File: src/rtl/cu_pkg.sv
// Shared definitions for the multi-cycle control unit: opcode classes,
// FSM state encoding, pc_src selections, fault codes and fixed ALU ops.
package cu_pkg;

  // Opcode classes; any opcode above OP_MUL is illegal.
  localparam int unsigned OP_ALU   = 0;
  localparam int unsigned OP_LOAD  = 1;
  localparam int unsigned OP_STORE = 2;
  localparam int unsigned OP_BEQ   = 3;
  localparam int unsigned OP_JMP   = 4;
  localparam int unsigned OP_HALT  = 5;
  localparam int unsigned OP_MUL   = 6;

  typedef enum logic [2:0] {
    S_FETCH,
    S_DECODE,
    S_EXEC,
    S_MEMW,
    S_WB,
    S_HALT,
    S_FAULT
  } state_e;

  localparam logic [1:0] PC_SRC_SEQ    = 2'd0;
  localparam logic [1:0] PC_SRC_BRANCH = 2'd1;
  localparam logic [1:0] PC_SRC_JUMP   = 2'd2;

  localparam logic [1:0] FC_NONE        = 2'd0;
  localparam logic [1:0] FC_ILLEGAL     = 2'd1;
  localparam logic [1:0] FC_MEM_TIMEOUT = 2'd2;
  localparam logic [1:0] FC_ALU_TIMEOUT = 2'd3;

  localparam int unsigned ALU_ADD = 0;
  localparam int unsigned ALU_SUB = 1;

endpackage

File: src/rtl/cu_wait_timer.sv
// Wait counter for the handshake timeouts.
//   clk, rst_n : clock, synchronous active-low reset
//   clr        : clear the count (has priority over en)
//   en         : awaited signal is still low this cycle
//   timeout    : count has reached TIMEOUT and the signal is still low
module cu_wait_timer #(
  parameter int unsigned TIMEOUT = 16,
  parameter int unsigned CNT_W   = 5
) (
  input  logic clk,
  input  logic rst_n,
  input  logic clr,
  input  logic en,
  output logic timeout
);

  logic [CNT_W-1:0] cnt_q, cnt_d;

  // Saturates at TIMEOUT so a long stall never wraps back to zero.
  always_comb begin
    cnt_d = cnt_q;
    if (clr) begin
      cnt_d = '0;
    end else if (en && (cnt_q != CNT_W'(TIMEOUT))) begin
      cnt_d = cnt_q + CNT_W'(1);
    end
  end

  always_ff @(posedge clk) begin
    if (!rst_n) begin
      cnt_q <= '0;
    end else begin
      cnt_q <= cnt_d;
    end
  end

  assign timeout = en && (cnt_q == CNT_W'(TIMEOUT));

endmodule

File: src/rtl/multicycle_control_unit.sv
// Multi-cycle control unit: sequences FETCH/DECODE/EXEC/MEMW/WB, handshakes
// with memory (mem_req/mem_ready) and the multi-cycle ALU (alu_start/alu_done),
// and drives the datapath enables combinationally from the current state.
//   clk, rst_n          : clock, synchronous active-low reset
//   opcode, funct       : instruction fields, sampled in DECODE
//   zero                : ALU zero flag, used by BEQ in EXEC
//   mem_ready, alu_done : handshake completions
//   pc_write, pc_src    : PC load enable and source (seq/branch/jump)
//   ir_write            : IR load enable
//   mem_req, mem_we     : memory request / write
//   reg_write, wb_sel   : register write enable, write-back source
//   alu_op, alu_start   : ALU operation, multi-cycle ALU start pulse
//   halted, fault       : status, fault_code gives the fault cause
module multicycle_control_unit
  import cu_pkg::*;
#(
  parameter int unsigned OPCODE_W = 6,
  parameter int unsigned FUNCT_W  = 4,
  parameter int unsigned TIMEOUT  = 16,
  parameter int unsigned CNT_W    = 5
) (
  input  logic                clk,
  input  logic                rst_n,
  input  logic [OPCODE_W-1:0] opcode,
  input  logic [FUNCT_W-1:0]  funct,
  input  logic                zero,
  input  logic                mem_ready,
  input  logic                alu_done,
  output logic                pc_write,
  output logic [1:0]          pc_src,
  output logic                ir_write,
  output logic                mem_req,
  output logic                mem_we,
  output logic                reg_write,
  output logic                wb_sel,
  output logic [FUNCT_W-1:0]  alu_op,
  output logic                alu_start,
  output logic                halted,
  output logic                fault,
  output logic [1:0]          fault_code
);

  state_e              state_q, state_d;
  logic [OPCODE_W-1:0] opc_q, opc_d;
  logic [FUNCT_W-1:0]  funct_q, funct_d;
  logic [1:0]          fault_code_q, fault_code_d;
  logic                mul_busy_q, mul_busy_d;

  logic is_mul;
  logic wait_mem;
  logic wait_alu;
  logic wait_en;
  logic wait_clr;
  logic wait_timeout;

  assign is_mul   = (opc_q == OPCODE_W'(OP_MUL));
  assign wait_mem = (state_q == S_FETCH) || (state_q == S_MEMW);
  assign wait_alu = (state_q == S_EXEC) && is_mul;
  assign wait_en  = (wait_mem && !mem_ready) || (wait_alu && !alu_done);
  // Clearing on every state change covers entry into each waiting state,
  // including MEMW -> FETCH where both ends are waits.
  assign wait_clr = (state_d != state_q);

  cu_wait_timer #(
    .TIMEOUT(TIMEOUT),
    .CNT_W  (CNT_W)
  ) u_wait_timer (
    .clk    (clk),
    .rst_n  (rst_n),
    .clr    (wait_clr),
    .en     (wait_en),
    .timeout(wait_timeout)
  );

  // State and latched-instruction registers.
  always_ff @(posedge clk) begin
    if (!rst_n) begin
      state_q      <= S_FETCH;
      opc_q        <= '0;
      funct_q      <= '0;
      fault_code_q <= FC_NONE;
      mul_busy_q   <= 1'b0;
    end else begin
      state_q      <= state_d;
      opc_q        <= opc_d;
      funct_q      <= funct_d;
      fault_code_q <= fault_code_d;
      mul_busy_q   <= mul_busy_d;
    end
  end

  // Next-state logic.
  always_comb begin
    state_d      = state_q;
    opc_d        = opc_q;
    funct_d      = funct_q;
    fault_code_d = fault_code_q;

    unique case (state_q)
      S_FETCH: begin
        if (mem_ready) begin
          state_d = S_DECODE;
        end else if (wait_timeout) begin
          state_d      = S_FAULT;
          fault_code_d = FC_MEM_TIMEOUT;
        end
      end

      S_DECODE: begin
        opc_d   = opcode;
        funct_d = funct;
        if (opcode == OPCODE_W'(OP_HALT)) begin
          state_d = S_HALT;
        end else if (opcode > OPCODE_W'(OP_MUL)) begin
          state_d      = S_FAULT;
          fault_code_d = FC_ILLEGAL;
        end else begin
          state_d = S_EXEC;
        end
      end

      S_EXEC: begin
        case (opc_q)
          OPCODE_W'(OP_ALU):                     state_d = S_WB;
          OPCODE_W'(OP_LOAD), OPCODE_W'(OP_STORE): state_d = S_MEMW;
          OPCODE_W'(OP_BEQ), OPCODE_W'(OP_JMP):    state_d = S_FETCH;
          OPCODE_W'(OP_MUL): begin
            if (alu_done) begin
              state_d = S_WB;
            end else if (wait_timeout) begin
              state_d      = S_FAULT;
              fault_code_d = FC_ALU_TIMEOUT;
            end
          end
          default: state_d = S_FETCH;
        endcase
      end

      S_MEMW: begin
        if (mem_ready) begin
          state_d = (opc_q == OPCODE_W'(OP_LOAD)) ? S_WB : S_FETCH;
        end else if (wait_timeout) begin
          state_d      = S_FAULT;
          fault_code_d = FC_MEM_TIMEOUT;
        end
      end

      S_WB:    state_d = S_FETCH;
      S_HALT:  state_d = S_HALT;
      S_FAULT: state_d = S_FAULT;
      default: state_d = S_FETCH;
    endcase
  end

  // alu_start fires only while this flag is low, i.e. on the first MUL EXEC cycle.
  assign mul_busy_d = wait_alu && (state_d == S_EXEC);

  // Output decode.
  always_comb begin
    pc_write   = 1'b0;
    pc_src     = PC_SRC_SEQ;
    ir_write   = 1'b0;
    mem_req    = 1'b0;
    mem_we     = 1'b0;
    reg_write  = 1'b0;
    wb_sel     = 1'b0;
    alu_op     = '0;
    alu_start  = 1'b0;
    halted     = 1'b0;
    fault      = 1'b0;
    fault_code = FC_NONE;

    unique case (state_q)
      S_FETCH: begin
        mem_req = 1'b1;
        if (mem_ready) begin
          ir_write = 1'b1;
          pc_write = 1'b1;
          pc_src   = PC_SRC_SEQ;
        end
      end

      S_EXEC: begin
        case (opc_q)
          OPCODE_W'(OP_ALU):                     alu_op = funct_q;
          OPCODE_W'(OP_LOAD), OPCODE_W'(OP_STORE): alu_op = FUNCT_W'(ALU_ADD);
          OPCODE_W'(OP_BEQ): begin
            alu_op = FUNCT_W'(ALU_SUB);
            if (zero) begin
              pc_write = 1'b1;
              pc_src   = PC_SRC_BRANCH;
            end
          end
          OPCODE_W'(OP_JMP): begin
            pc_write = 1'b1;
            pc_src   = PC_SRC_JUMP;
          end
          OPCODE_W'(OP_MUL): alu_start = !mul_busy_q;
          default: ;
        endcase
      end

      S_MEMW: begin
        mem_req = 1'b1;
        mem_we  = (opc_q == OPCODE_W'(OP_STORE));
      end

      S_WB: begin
        reg_write = 1'b1;
        wb_sel    = (opc_q == OPCODE_W'(OP_LOAD));
      end

      S_HALT: halted = 1'b1;

      S_FAULT: begin
        fault      = 1'b1;
        fault_code = fault_code_q;
      end

      default: ;
    endcase
  end

endmodule

File: config.mk
export PLATFORM = sky130hd
export DESIGN_NAME = multicycle_control_unit
export DESIGN_NICKNAME = d
export VERILOG_FILES = /design/src/rtl/cu_pkg.sv /design/src/rtl/cu_wait_timer.sv /design/src/rtl/multicycle_control_unit.sv
export SDC_FILE = /design/constraint.sdc
export NUM_CORES = 1
export LEC_CHECK = 0
export CORE_MARGIN = 2
export CORE_UTILIZATION = 53
export DETAILED_ROUTE_END_ITERATION = 8
export PLACE_DENSITY = 0.84
export SYNTH_ARGS = -nofsm -noshare
export SYNTH_HDL_FRONTEND = slang
export SYNTH_SLANG_ARGS = --single-unit
File: constraint.sdc
create_clock -name clk -period 4.8 [get_ports clk]
set_input_delay 0.72 -clock clk [delete_from_list [all_inputs] [get_ports clk]]
set_output_delay 0.72 -clock clk [all_outputs]
set_load 0.01 [all_outputs]
==> flow_metrics.tcl <==
set metrics [dict create \
    clk_latency_ns 0.31 \
    peakVddDrop_mv 0.246 \
    netlist_instances 152 \
    cts.sinks 21 \
    final_nets 195 \
    final_cells 207 \
    clk_root_buffer_cell "clkbuf_4" \
    cts_setup_buffers 0 \
    drtPass1Iterations 4 \
    synth_ff_type "dfxtp_1" \
    slew_viol_final 0 \
    dpl.cell_count 203 \
    switchingPower_mw 0.225 \
    antenna_found_initial 0 \
    diodes 0 \
    fp-row-count 18 \
    drv_cap 0 \
    die_area_sq_mm 0.00302 \
    cp.arrival_ns 2.76 \
    cp-end-kind "output port" \
    core_sq_mm 0.00248 \
    grt_setup_unrepaired "false" \
    combinationalPowerShare_pct 41.9 \
    htree_levels 1 \
    pwr-share-clk_pct 16.1 \
    status "complete, no violations" \
    synthesis.nets 169 \
    post_cts_resized 0 \
    remaining_drc_errors 0 \
    synthArstFlopShare_pct 0 \
    fin_skew_ns 0.00302 \
    hold_viol_final 0 \
    finalCritPeriodShare_pct 72.5 \
    min_delay_path_depth 1 \
    leakage_nw 0.591 \
    cp_max_fo 16 \
    yosysUniqueCellTypes 57 \
    grt_use_total_pct 26.4 \
    cpPeakStageDelay_ns 0.71 \
    syn_to_final_growth_pct 24.0 \
    cp_top_family "simple AND/OR/NAND/NOR gates" \
    drt-initial-drc-count 37 \
    hold_class "reg -> reg" \
    die_w_microns 55.0 \
    post_drt_via_cell_ratio 6.36 \
    setup_viol 0 \
    cts_tree "yes" \
    wl_microns 3450 \
    routabilityCongestion 0.921 \
    fmax_mhz 287 \
    min_to "fault_code_q[0]$_SDFFE_PN0P_" \
    tightest_slew_ns 1.02 \
    seqPwrFrac_pct 42.1 \
    cp_slowest_cell "dfxtp_1" \
    die_h_microns 55.0 \
    grt_pass1_vias 1257 \
    grt_pass1_wl_microns 5690 \
    critical_path_buf_inv_count 1 \
    swShare_pct 40.1 \
    syn_area_sq_mm 0.00138 \
    cp_cell_sequence "or3b_1 > nor2_1 > and4_1 > or3_1 > clkdlybuf4s50_1" \
    ys_top_cells_by_area "dfxtp_1, mux2i_1, nor2b_1, nor3_1, nor4_4" \
    timing.hold.ws_ns 0.527 \
    hold_buffers 0 \
    relSlewSlack_pct 31.8 \
    via_count 1316 \
    cts_buffers 3 \
    hp-start "fault_code_q[0]$_SDFFE_PN0P_" \
    intPower_mw 0.335 \
    synth_top_area_share_pct 30.5 \
    drive_gt1_share_pct 9.60 \
    cp.required_ns 4.08 \
    synth_edf_count 0 \
    ios 32 \
    grt_max_degree 19 \
    wl_per_cell_microns 16.7 \
    synth_warnings 0 \
    r2r-end "u_wait_timer.cnt_q[2]$_SDFFE_PP0P_" \
    power_mw 0.560 \
    dp_hpwl_microns 2660 \
    fin_util_pct 68.9 \
    r2r_cells 5 \
    fin_crit_ns 3.48 \
    ys_seq_elements 21 \
    ant_nets 0 \
    power_density_mw_per_mm2 328 \
    synth_top_cell_by_area "dfxtp_1" \
    finalSetupTns_ns 0 \
    initial_utilization_pct 55.6 \
    worstSetupPathType "reg -> out" \
    overflow 0 \
    r2r_slack_ns 2.15 \
    clk_pin_slew_worst_paths_ns 0.13 \
    rr_startpoint "state_q[0]$_SDFF_PN0_" \
    synth_seq_area_share_pct 30.5 \
    post_synth.cell_area_avg_sq_um 9.05 \
    crit_path_start_kind "flip-flop" \
    max-clock-path-buffers 2 \
    port_buffers 31 \
]
## through the flow
step	area, sq um	setup slack (ns)
after global routing	1710	1.20
after floorplan	1380	2.48
final	1710	1.32
after global placement	1680	1.63
after CTS	1710	1.35
after detailed placement	1680	1.54
## routing by layer
layer / track usage (%) / part of all wire [%]
met2: 41.3 / 49
met3: 4.57 / 5.8
met4: 16.3 / 2.8
met1: 33.8 / 42
met5: 0 / 0
## power groups by stage
stage	sequential, mW	combinational (mW)	clock (mW)
CTS	0.234	0.234	0.0923
finish	0.236	0.235	0.0901
detailed placement	0.238	0.232	0
global placement	0.235	0.226	0
global route	0.240	0.259	0.0982
floorplan	0.208	0.190	0
## cells by family (layout without fill, tap and decap cells)
| group | Yosys count | after routing | share of synthesized area, % |
|---|---|---|---|
| DFF | 21 | 21 | 30.5 |
| and+or+nand+nor | 69 | 69 | 33.5 |
| AOI/OAI and AO/OA | 29 | 29 | 17.5 |
| buffers and inverters | 14 | 39 | 4.73 |
| xor gates and xnor gates | 5 | 5 | 3.18 |
| muxes | 12 | 12 | 8.73 |
| adders and majority gates | 2 | 2 | 1.82 |
## flip-flops by register name (all words and copies together) (netlist names)
signal and cells:
mul_busy_q 1, u_wait_timer.cnt_q 5, funct_q 4, state_q 3, fault_code_q 2, opc_q 6
## worst register-to-register path, cell delays in order (launching register included)
cell and delay [ns]:
dfxtp_1 0.74, nor3b_2 0.94, o31ai_1 0.27, o31ai_1 0.20
o311ai_2 0.20, a211oi_2 0.23
## worst max-delay path by stage
stage	to	cells after the start	startpoint	slack, ns
final	pc_write	5	state_q[1]$_SDFF_PN0_	1.32
after global routing	pc_write	5	state_q[1]$_SDFF_PN0_	1.20
after CTS	pc_write	5	state_q[1]$_SDFF_PN0_	1.35
after detailed placement	pc_write	4	mem_ready	1.54
after global placement	pc_write	4	mem_ready	1.63
after floorplan	pc_write	4	opc_q[5]$_SDFFE_PN0P_	2.48
## placed cells by master, fill, tap and decap left out, types with 2 or more instances in the layout
cell	n
xor2_1	4
nor2b_1	10
o21ai_0	2
nand2_1	7
clkbuf_4	3
nor4_1	5
ha_1	2
a21oi_1	2
or3_1	4
dfxtp_1	21
and2_1	2
clkdlybuf4s50_1	31
nor4_4	2
nand2b_1	2
o2111ai_1	2
a21boi_0	2
a41oi_1	2
mux2i_1	12
o32ai_1	2
inv_1	3
o31ai_1	4
nor2_1	7
nor3_1	9
and3_1	5
## final cells by class
| type | count | area (sq um) |
|---|---|---|
| fillers | 221 | 771 |
| repair buffers | 31 | 310 |
| flip-flops and latches | 21 | 420 |
| well taps | 30 | 37.5 |
| clock inverters | 1 | 5.00 |
| inverters | 4 | 15.0 |
| multi-input cells | 117 | 896 |
| clock buffers | 3 | 22.5 |
## synthesized netlist by cell type (all sizes together), types with 2 or more instances
cell and count:
a211oi 2, a21boi 2, a21oi 2, a31oi 2
a41oi 2, and2 2, and3 5, buf 6
clkbuf 4, dfxtp 21, ha 2, inv 3
mux2i 12, nand2 7, nand2b 2, nor2 7
nor2b 10, nor3 10, nor4 8, o2111ai 2
o21ai 4, o31ai 4, o32ai 2, or3 4
or4b 2, xor2 4
Note: power is estimated with default switching activity, not from simulation.
